==> config.mk <==
export PLATFORM = sky130hd
export DESIGN_NAME = dac_spi_monitor
export DESIGN_NICKNAME = d
export VERILOG_FILES = /design/src/rtl/dac_mon_pkg.sv /design/src/rtl/sync_edge_det.sv /design/src/rtl/dac_spi_monitor.sv
export SDC_FILE = /design/constraint.sdc
export NUM_CORES = 1
export LEC_CHECK = 0
export ABC_CLOCK_PERIOD_IN_PS = 4400
export BUFFER_PORTS_ARGS = -buffer_cell sky130_fd_sc_hd__clkbuf_2
export CORE_MARGIN = 5
export CORE_UTILIZATION = 55
export DETAILED_ROUTE_END_ITERATION = 16
export MAX_ROUTING_LAYER = met4
export PLACE_DENSITY = 0.81
export SYNTH_ARGS = -nofsm -noshare
export SYNTH_HDL_FRONTEND = slang
export SYNTH_SLANG_ARGS = --single-unit
==> constraint.sdc <==
create_clock -name clk -period 4.4 [get_ports clk]
set_clock_uncertainty 0.1 [all_clocks]
set_input_delay 1.1 -clock clk [delete_from_list [all_inputs] [get_ports clk]]
set_output_delay 1.1 -clock clk [all_outputs]
set_load 0.1 [all_outputs]
==> src/rtl/dac_mon_pkg.sv <==
// Shared types and constants for the DAC SPI write-frame monitor.
package dac_mon_pkg;

    typedef enum logic [1:0] {
        IDLE  = 2'd0,
        SHIFT = 2'd1,
        CHECK = 2'd2
    } state_t;

    localparam int FRAME_BITS_DFLT = 24;
    localparam int CNT_W           = 6;
    localparam int PD_W            = 2;
    localparam int ERR_W           = 8;

    function automatic logic [CNT_W-1:0] sat_inc_cnt(input logic [CNT_W-1:0] v);
        return (&v) ? v : v + 1'b1;
    endfunction

endpackage

==> src/rtl/sync_edge_det.sv <==
// Three-flop synchronizer for an asynchronous level, with rise/fall strobes
// taken from the two oldest stages. RST_VAL sets the idle level after reset.
module sync_edge_det #(
    parameter logic RST_VAL = 1'b0
) (
    input  logic clk,
    input  logic reset_n,
    input  logic i_d,
    output logic o_rise,
    output logic o_fall
);

    logic [2:0] r_s;

    // NOTE: sequential state uses non-blocking assignments so every flop samples pre-edge values.
    always_ff @(posedge clk) begin
        if (!reset_n) begin
            r_s <= {3{RST_VAL}};
        end else begin
            r_s <= {r_s[1:0], i_d};
        end
    end

    assign o_rise = (r_s[2:1] == 2'b01);
    assign o_fall = (r_s[2:1] == 2'b10);

endmodule

==> src/rtl/dac_spi_monitor.sv <==
// Passive decoder for 24-bit DAC write frames on sclk/mosi/sync_n.
// Build option: define DAC_MON_ERRCNT_EN to enable the saturating bad-frame counter.
module dac_spi_monitor
    import dac_mon_pkg::*;
#(
    parameter int FRAME_BITS = FRAME_BITS_DFLT,
    parameter int DATA_BITS  = 16,
    parameter int PD_LSB     = 16
) (
    input  logic                 clk,
    input  logic                 reset_n,
    input  logic                 sclk,
    input  logic                 mosi,
    input  logic                 sync_n,
    output logic [DATA_BITS-1:0] dat,
    output logic [PD_W-1:0]      pd,
    output logic                 valid,
    output logic                 frame_err,
    output logic                 busy,
    output logic [ERR_W-1:0]     err_cnt
);

    // Only the decoded low bits are retained; earlier frame bits fall off the top.
    localparam int SH_W = (PD_LSB + PD_W > DATA_BITS) ? PD_LSB + PD_W : DATA_BITS;

    logic w_sclk_rise;
    logic w_sclk_fall;
    logic w_sync_rise;
    logic w_sync_fall;
    logic w_mosi;
    logic [2:0] r_mosi_s;

    sync_edge_det #(.RST_VAL(1'b1)) u_sclk_sync (
        .clk     (clk),
        .reset_n (reset_n),
        .i_d     (sclk),
        .o_rise  (w_sclk_rise),
        .o_fall  (w_sclk_fall)
    );

    sync_edge_det #(.RST_VAL(1'b1)) u_sync_n_sync (
        .clk     (clk),
        .reset_n (reset_n),
        .i_d     (sync_n),
        .o_rise  (w_sync_rise),
        .o_fall  (w_sync_fall)
    );

    always_ff @(posedge clk) begin
        if (!reset_n) begin
            r_mosi_s <= '0;
        end else begin
            r_mosi_s <= {r_mosi_s[1:0], mosi};
        end
    end

    assign w_mosi = r_mosi_s[2];

    state_t                 r_state, w_state_nxt;
    logic [CNT_W-1:0]       r_cnt, w_cnt_nxt;
    logic [SH_W-1:0]        r_shreg, w_shreg_nxt;
    logic [DATA_BITS-1:0]   r_dat, w_dat_nxt;
    logic [PD_W-1:0]        r_pd, w_pd_nxt;
    logic                   r_valid, w_valid_nxt;
    logic                   r_err, w_err_nxt;

    // NOTE: every always_comb output gets a default first so no path can infer a latch.
    always_comb begin
        w_state_nxt = r_state;
        w_cnt_nxt   = r_cnt;
        w_shreg_nxt = r_shreg;
        w_dat_nxt   = r_dat;
        w_pd_nxt    = r_pd;
        w_valid_nxt = 1'b0;
        w_err_nxt   = 1'b0;

        case (r_state)
            IDLE: begin
                if (w_sync_fall) begin
                    w_state_nxt = SHIFT;
                    w_cnt_nxt   = '0;
                    w_shreg_nxt = '0;
                end
            end
            SHIFT: begin
                // A final sclk fall coincident with the sync_n rise still counts.
                if (w_sclk_fall) begin
                    w_shreg_nxt = {r_shreg[SH_W-2:0], w_mosi};
                    w_cnt_nxt   = sat_inc_cnt(r_cnt);
                end
                if (w_sync_rise) begin
                    w_state_nxt = CHECK;
                end
            end
            CHECK: begin
                w_state_nxt = IDLE;
                if (r_cnt == CNT_W'(FRAME_BITS)) begin
                    w_dat_nxt   = r_shreg[DATA_BITS-1:0];
                    w_pd_nxt    = r_shreg[PD_LSB+PD_W-1:PD_LSB];
                    w_valid_nxt = 1'b1;
                end else begin
                    w_err_nxt   = 1'b1;
                end
            end
            default: begin
                w_state_nxt = IDLE;
            end
        endcase
    end

    always_ff @(posedge clk) begin
        if (!reset_n) begin
            r_state <= IDLE;
            r_cnt   <= '0;
            r_shreg <= '0;
            r_dat   <= '0;
            r_pd    <= '0;
            r_valid <= 1'b0;
            r_err   <= 1'b0;
        end else begin
            r_state <= w_state_nxt;
            r_cnt   <= w_cnt_nxt;
            r_shreg <= w_shreg_nxt;
            r_dat   <= w_dat_nxt;
            r_pd    <= w_pd_nxt;
            r_valid <= w_valid_nxt;
            r_err   <= w_err_nxt;
        end
    end

    assign dat       = r_dat;
    assign pd        = r_pd;
    assign valid     = r_valid;
    assign frame_err = r_err;
    assign busy      = (r_state != IDLE);

`ifdef DAC_MON_ERRCNT_EN
    logic [ERR_W-1:0] r_err_cnt;

    always_ff @(posedge clk) begin
        if (!reset_n) begin
            r_err_cnt <= '0;
        end else if (w_err_nxt && !(&r_err_cnt)) begin
            r_err_cnt <= r_err_cnt + 1'b1;
        end
    end

    assign err_cnt = r_err_cnt;
`else
    assign err_cnt = '0;
`endif

    // sclk must stay high for several clk periods; a fall right after a rise means a glitch.
    a_sclk_high_time: assert property (@(posedge clk) disable iff (!reset_n)
        w_sclk_rise |=> !w_sclk_fall);

endmodule

Word-level counts from Yosys, hierarchy flattened --
Cells that the tools add are included.
Operators by class: add/subtract/negate cells 1, eq/ne operators 10, muxes and demuxes 12, reductions and logical operators 9
Operators with widths (count):
- 18-bit 2-to-1 mux | 2
- 18-bit case mux with 2 select lines | 1
- 6-bit 2-to-1 mux | 3
- 6-bit case mux with 2 select lines | 1
- 6-bit by 1-bit adder with 6-bit output, second input constant | 1
- 2-bit == test, second input constant | 3
- 6-bit by 5-bit == test with 1-bit output, second input constant | 1
- 2-bit by 1-bit inequality test with 1-bit output, second input constant | 3
- 2-bit AND reduction | 3
- 6-bit AND reduction | 1
- 2-bit by 1-bit == test with 1-bit output, second input constant | 2
- 2-bit 2-to-1 mux | 2
- 2-bit case mux with 2 select lines | 1
- 4-bit AND reduction | 1
- 2-bit nonzero test | 2
- 3-bit AND reduction | 1
- 2-bit zero test | 1
- 1-bit 2-to-1 mux | 2
- 2-bit inequality test, second input constant | 1
Word-level totals: bits in registers 55, input port bits 5, output and inout bits 29, word-level logic and storage cells 42

Logic depth before layout (Yosys ltp) --
Gate-level depths: netlist (run 1).
word-level depth 4, depth in mapped cells 8

Cells and area by module --
Synthesis (run 1) repeated with hierarchy kept, for this count alone.
Unflattened totals: cells, all modules 188, area total of the unflattened synthesis 2089.5 um2
Modules (own cells, without submodules):
- dac_spi_monitor | times used 1, cells each 172, area an instance 1906.8 um2, seq. area each 980.9 um2
- sync_edge_det | times used 2, cells each 8, area an instance 91.3 um2, seq. area each 60.1 um2

Worst setup path before layout (run 1) --
No wires, ideal clock.
kind reg2out, start point register r_dat[0] (netlist: dat[0]), end point output dat[0], data arrival time 0.924 ns, data required time 3.200 ns, slack 2.276 ns, cell stages (with the launch flop) 1, buffers on the path 0, path through dfxtp_1
RTL lines:
- start, declared | RTL line dac_spi_monitor.sv:62 | logic [DATA_BITS-1:0] r_dat, w_dat_nxt;
- start signal, assigned | RTL line dac_spi_monitor.sv:124 | r_dat <= w_dat_nxt;
- end, declared | RTL line dac_spi_monitor.sv:15 | output logic [DATA_BITS-1:0] dat,
No word-level cell between the ends.

Worst setup path in the final report (run 1) --
start point register r_state[0], end point output busy
Between the ends: longest elaborated chain between the ends 1
Ends and longest elaborated chain:
- start, declared | RTL line dac_spi_monitor.sv:59 | state_t r_state, w_state_nxt;
- start signal, assigned | RTL line dac_spi_monitor.sv:121 | r_state <= w_state_nxt;
- 2-bit nonzero test | RTL line dac_spi_monitor.sv:135 | assign busy = (r_state != IDLE);
- end, declared | RTL line dac_spi_monitor.sv:19 | output logic busy,
Every way passes these cells.

==> results of run 1 <==
==> state kept, by name, summed over array words and instances, names as in the netlist <==
register	flops
r_shreg	18
dat	16
r_cnt	6
r_mosi_s	3
u_sclk_sync.r_s	3
u_sync_n_sync.r_s	3
pd	2
r_state	2
frame_err	1
valid	1
==> placed cells by master (no fill, tap or decap), drive strengths merged, types with 4 or more instances in the layout <==
cell	instances
nor2	4
dfxtp	55
nand2	6
conb	8
mux2i	36
nor2b	37
o21ai	4
nand2b	7
clkbuf	30
inv	4
and2	23
==> path summary, 6_finish.rpt <==
check	startpoint	end	depth (start not counted)
setup / recovery	r_state[0]$_SDFFE_PN0P_	busy	2
hold / removal	u_sync_n_sync.r_s[0]$_SDFF_PN1_	u_sync_n_sync.r_s[1]$_SDFF_PN1_	1
setup reg to reg	r_state[1]$_SDFFE_PN0P_	r_shreg[7]$_SDFFE_PN0P_	4
hold reg to reg	u_sync_n_sync.r_s[0]$_SDFF_PN1_	u_sync_n_sync.r_s[1]$_SDFF_PN1_	1
==> report_power, final <==
| part | internal, W | total [W] | switching, W |
|---|---|---|---|
| Sequential | 0.000501 | 0.000503 | 0.00000198 |
| Combinational | 0.0000149 | 0.0000660 | 0.0000511 |
| Clock | 0.000166 | 0.000325 | 0.000158 |
==> kinds of logic after synthesis <==
family	Yosys count
muxes	36
buffers and inverters	25
adders and majority gates	2
and+or+nand+nor	94
other	1
AOI/OAI and AO/OA	14
DFF	55
==> worst max-delay path: stages, from the launching register on <==
cell      delay (ps)
dfxtp_1          370
or2_2            280
clkbuf_2         370
==> metal layers <==
| layer | vias up | wire, µm | GRT usage (%) |
|---|---|---|---|
| met5 | - | 0 | - |
| met1 | 681 | 1750 | 16.7 |
| met3 | 7 | 145 | 3.60 |
| li1 | 767 | - | - |
| met4 | 0 | 73 | 6.41 |
| met2 | 22 | 1680 | 23.9 |
==> through the flow <==
stage          area (µm²)  util, %
2_1_floorplan        2370        -
3_3_place_gp         2430     60.0
3_5_place_dp         2430     60.0
4_1_cts              2540     62.6
5_1_grt              2540     62.6
6_report             2540     62.6
==> layout make-up <==
class,instances,share of cell area [%]
Multi-Input combinational cell,154,44.2
Sequential cell,55,43.3
Tap cell,50,2.46
Timing Repair Buffer,26,5.22
Clock buffer,5,2.71
Inverter,4,0.591
Clock inverter,2,1.48
==> flow_summary.ini, run 1 <==
[outcome]
status = finished clean

[power_and_ir_drop]
p_leak_nw = 1.04
finalPower_w = 0.000894
vdd.ir_drop.worst_v = 0.000219
powerDensity_nw_per_um2 = 352

[floorplanning]
ioPinCount = 34
coreArea_um2 = 4060
die_area_um2 = 5660
die_y_um = 75.2
chipWidth_um = 75.2
fp-row-count = 23
start_util_pct = 57.7

[logic_synthesis]
synth_top_family_by_area = simple AND/OR/NAND/NOR gates
synth_edf_count = 0
ys_types = 35
synth_xor_xnor_area_share_pct = 0
yosys_warnings = 0
syn_area_um2 = 2340
syn_area_per_cell_um2 = 10.3
ys_ff_latch = 55
ys_async_sr_fraction_pct = 0
synth.largest_area_cell = dfxtp_1
synth_top_flop_cell = dfxtp_1
synth_adder_area_share_pct = 1.07
synth_common_cells = dfxtp_1, nor2b_1, mux2i_1
synth-compound-area-share_pct = 4.33
ys_seq_area_share_pct = 47.1
yosys-mux-area-fraction_pct = 15.4
synth_top_area_share_pct = 47.1
synthTopCellsByArea = dfxtp_1, mux2i_1, nor2b_1
yosysMostFrequentCell = dfxtp_1
synthesis.instances = 227
yosys.area_share.simple_pct = 24.9

[grt]
grt_antenna_before_repair = 0
grt_pass1_vias = 1399
grt_usage_pct = 14.5
grt_pass1_wl_um = 6130
gr-total-overflow = 0
grt_start_max_net_pins = 57

[timing]
finalSetupViolations = 0
period_minus_slack_ps = 2520
tightest_slew_ps = 1060
fin_tns_setup_ps = 0
slew_viol_final = 0
hold_slack_ps = 321
rsz0062_at_grt = no
fin_ws_ps = 1880
relSlewSlack_pct = 29.5
max_clock_freq_mhz = 396
hold_viol_final = 0
fin_crit_sh_pct = 57.3

[worst_hold_path]
hp-class = flop to flop

[placed_design]
dp.cells = 289
dp_slack_ps = 2150
dp_hpwl_um = 2290
globalplace.congestion = 0.741
numPortBuffers = 25

[route]
viasPerCell = 4.99
detail_route.wl_per_cell_um = 12.3
post-route-drc-count = 0
routed_wl_um = 3640
dr_total_vias = 1477
first_pass_iters = 4
drt-initial-drc-count = 102
ant_nets = 0

[final_layout]
fillCellCount = 333
syn2layout_area_growth_pct = 8.56
antenna_cells = 0
instances_no_fill = 296
multi_input_area_um2 = 1120
layout.nets = 253
drive_above_1_share_pct = 15.4
seqCellArea_um2 = 1100

[worst_setup_path]
cp.required_ps = 3200
critical_path_class = flop to output pin
end_kind = output pin
critPathLaunchType = flop
crit_path_max_fanout = 7
worstPathArrival_ps = 1320
reg2reg_slack_ps = 2270

[clock_network]
cts_root_buf = clkbuf_8
cts_inserted_buffers = 5
cts_setup_buffers = 0
htreeDepth = 2
cts_buffer_depth = 2
cts_tree = built
holdBufCountCts = 0
cts_resized = 0
clock_latency_ps = 310
clkSlewWorstSetupHoldPaths_ps = 90
cts.sinks = 55

[flow_run]
max_cap_viol_count = 0
(Power assumes the default switching activity.)
==> inputs of run 2 (changes only) <==
- ABC_CLOCK_PERIOD_IN_PS: 4400 -> 2440
- clock period: 4.4 -> 2.44 ns (I/O delays scaled with it)
==> flow_summary.ini, run 2 (synthesis gave the netlist of run 1 again) <==
[final_layout]
final_common_cell = dfxtp_1
largest_register_ffs = 18
layout.nets = 254
antenna_cells = 0
post-route-util_pct = 61.9
most-common-layout-cells = dfxtp_1, nor2b_1, mux2i_1
drive_above_1_share_pct = 15.0
syn2layout_area_growth_pct = 7.43
top_register = r_shreg
postLayoutCellArea_um2 = 2510
instances_no_fill = 296
fillCellCount = 353

[worst_setup_path]
critical_path_class = flop to flop
critPathLaunchType = flop
critPathMaxStageDelay_ps = 600
crit_path_max_fanout = 30
cpMaxStageDelayCell = or4_1
path_cells = nor4b_1 > a31oi_4 > or4_1 > a21boi_1
cp.required_ps = 2580
end_kind = flop
worstPathArrival_ps = 2320

[clock_network]
cts_tree = built
cts_buffer_depth = 2
holdBufCountCts = 0
clock_latency_ps = 300
htreeDepth = 2
cts_resized = 0
cts_inserted_buffers = 5
cts_setup_buffers = 0
clkSlewWorstSetupHoldPaths_ps = 90
cts.sinks = 55
cts_root_buf = clkbuf_8

[power_and_ir_drop]
p_comb_share_pct = 8.1
clockPowerShare_pct = 30.7
power_frac_seq_pct = 61.2
p_sw_share_pct = 24.3
powerDensity_nw_per_um2 = 590
vdd.ir_drop.worst_v = 0.000328
p_leak_nw = 1.03
p_int_w = 0.00112
p_sw_w = 0.000360

[floorplanning]
start_util_pct = 57.7
die_area_um2 = 5660
coreArea_um2 = 4060
chipWidth_um = 75.2
die_y_um = 75.2
fp-row-count = 23
ioPinCount = 34

[route]
post-route-drc-count = 0
ant_nets = 0
first_pass_iters = 4
dr_total_vias = 1453
routed_wl_um = 3640
viasPerCell = 4.91
drt-initial-drc-count = 67
detail_route.wl_per_cell_um = 12.3

[timing]
hold_slack_ps = 310
slew_viol_final = 0
fin_tns_setup_ps = 0
tightest_slew_ps = 1030
rsz0062_at_grt = no
relSlewSlack_pct = 31.2
hold_viol_final = 0
fin_crit_sh_pct = 89.4
period_minus_slack_ps = 2180
max_clock_freq_mhz = 458
finalSetupViolations = 0

[placed_design]
numPortBuffers = 25
globalplace.congestion = 0.820
dp.cells = 290
dp_hpwl_um = 2390
placed_cell_area_um2 = 2440

[grt]
gr-total-overflow = 0
grt_start_max_net_pins = 37
grt_pass1_wl_um = 5910
grt_antenna_before_repair = 0
grt_pass1_vias = 1319
grt_usage_pct = 14.2

[outcome]
status = finished clean

[flow_run]
max_cap_viol_count = 0

[worst_hold_path]
hp-class = flop to flop
-- run 2: power by group through the flow --
stage          sequential, W  combinational (W)  clock, W
6_report            0.000907           0.000120  0.000456
5_1_grt             0.000909           0.000127  0.000500
4_1_cts             0.000908           0.000120  0.000469
3_5_place_dp        0.000929           0.000120         0
3_3_place_gp        0.000928           0.000119         0
2_1_floorplan       0.000928           0.000122         0
-- run 2: layout make-up --
type                            instances  area, µm²  share of cell area [%]
Timing Repair Buffer                   27        140                    5.57
Sequential cell                        55       1100                    43.8
Multi-Input combinational cell        154       1120                    44.6
Inverter                                4       15.0                   0.597
Tap cell                               50       62.6                    2.49
Clock buffer                            6       72.6                    2.89
-- run 2: critical path: cells and delay by family (launching register included) --
kind | cells | cell delay, ps
compound gates | 2 | 460
simple gates | 2 | 1180
flops | 1 | 370
-- run 2: worst paths after layout --
kind,slack [ps],cells past startpoint,start,to
max,260,4,r_state[0]$_SDFFE_PN0P_,r_cnt[3]$_SDFFE_PN0P_
min,310,1,u_sclk_sync.r_s[0]$_SDFF_PN1_,u_sclk_sync.r_s[1]$_SDFF_PN1_
max reg2reg,260,4,r_state[0]$_SDFFE_PN0P_,r_cnt[3]$_SDFFE_PN0P_
min reg2reg,310,1,u_sclk_sync.r_s[0]$_SDFF_PN1_,u_sclk_sync.r_s[1]$_SDFF_PN1_
-- run 2: routing by layer --
| layer | global-route usage, % | share of wire [%] | up-vias | routed length, µm |
|---|---|---|---|---|
| met1 | 17.6 | 51 | 657 | 1850 |
| met2 | 21.8 | 44 | 21 | 1600 |
| met4 | 5.83 | 1.7 | 0 | 62 |
| li1 | - | - | 769 | - |
| met3 | 4.01 | 3.7 | 6 | 133 |
| met5 | - | 0 | - | 0 |
-- run 2: metrics by stage --
step / worst slack, ps / total power [W]
4_1_cts: 233 / 0.00150
5_1_grt: 131 / 0.00154
3_5_place_dp: 309 / 0.00105
6_report: 258 / 0.00148
3_3_place_gp: 390 / 0.00105
2_1_floorplan: 806 / 0.00105
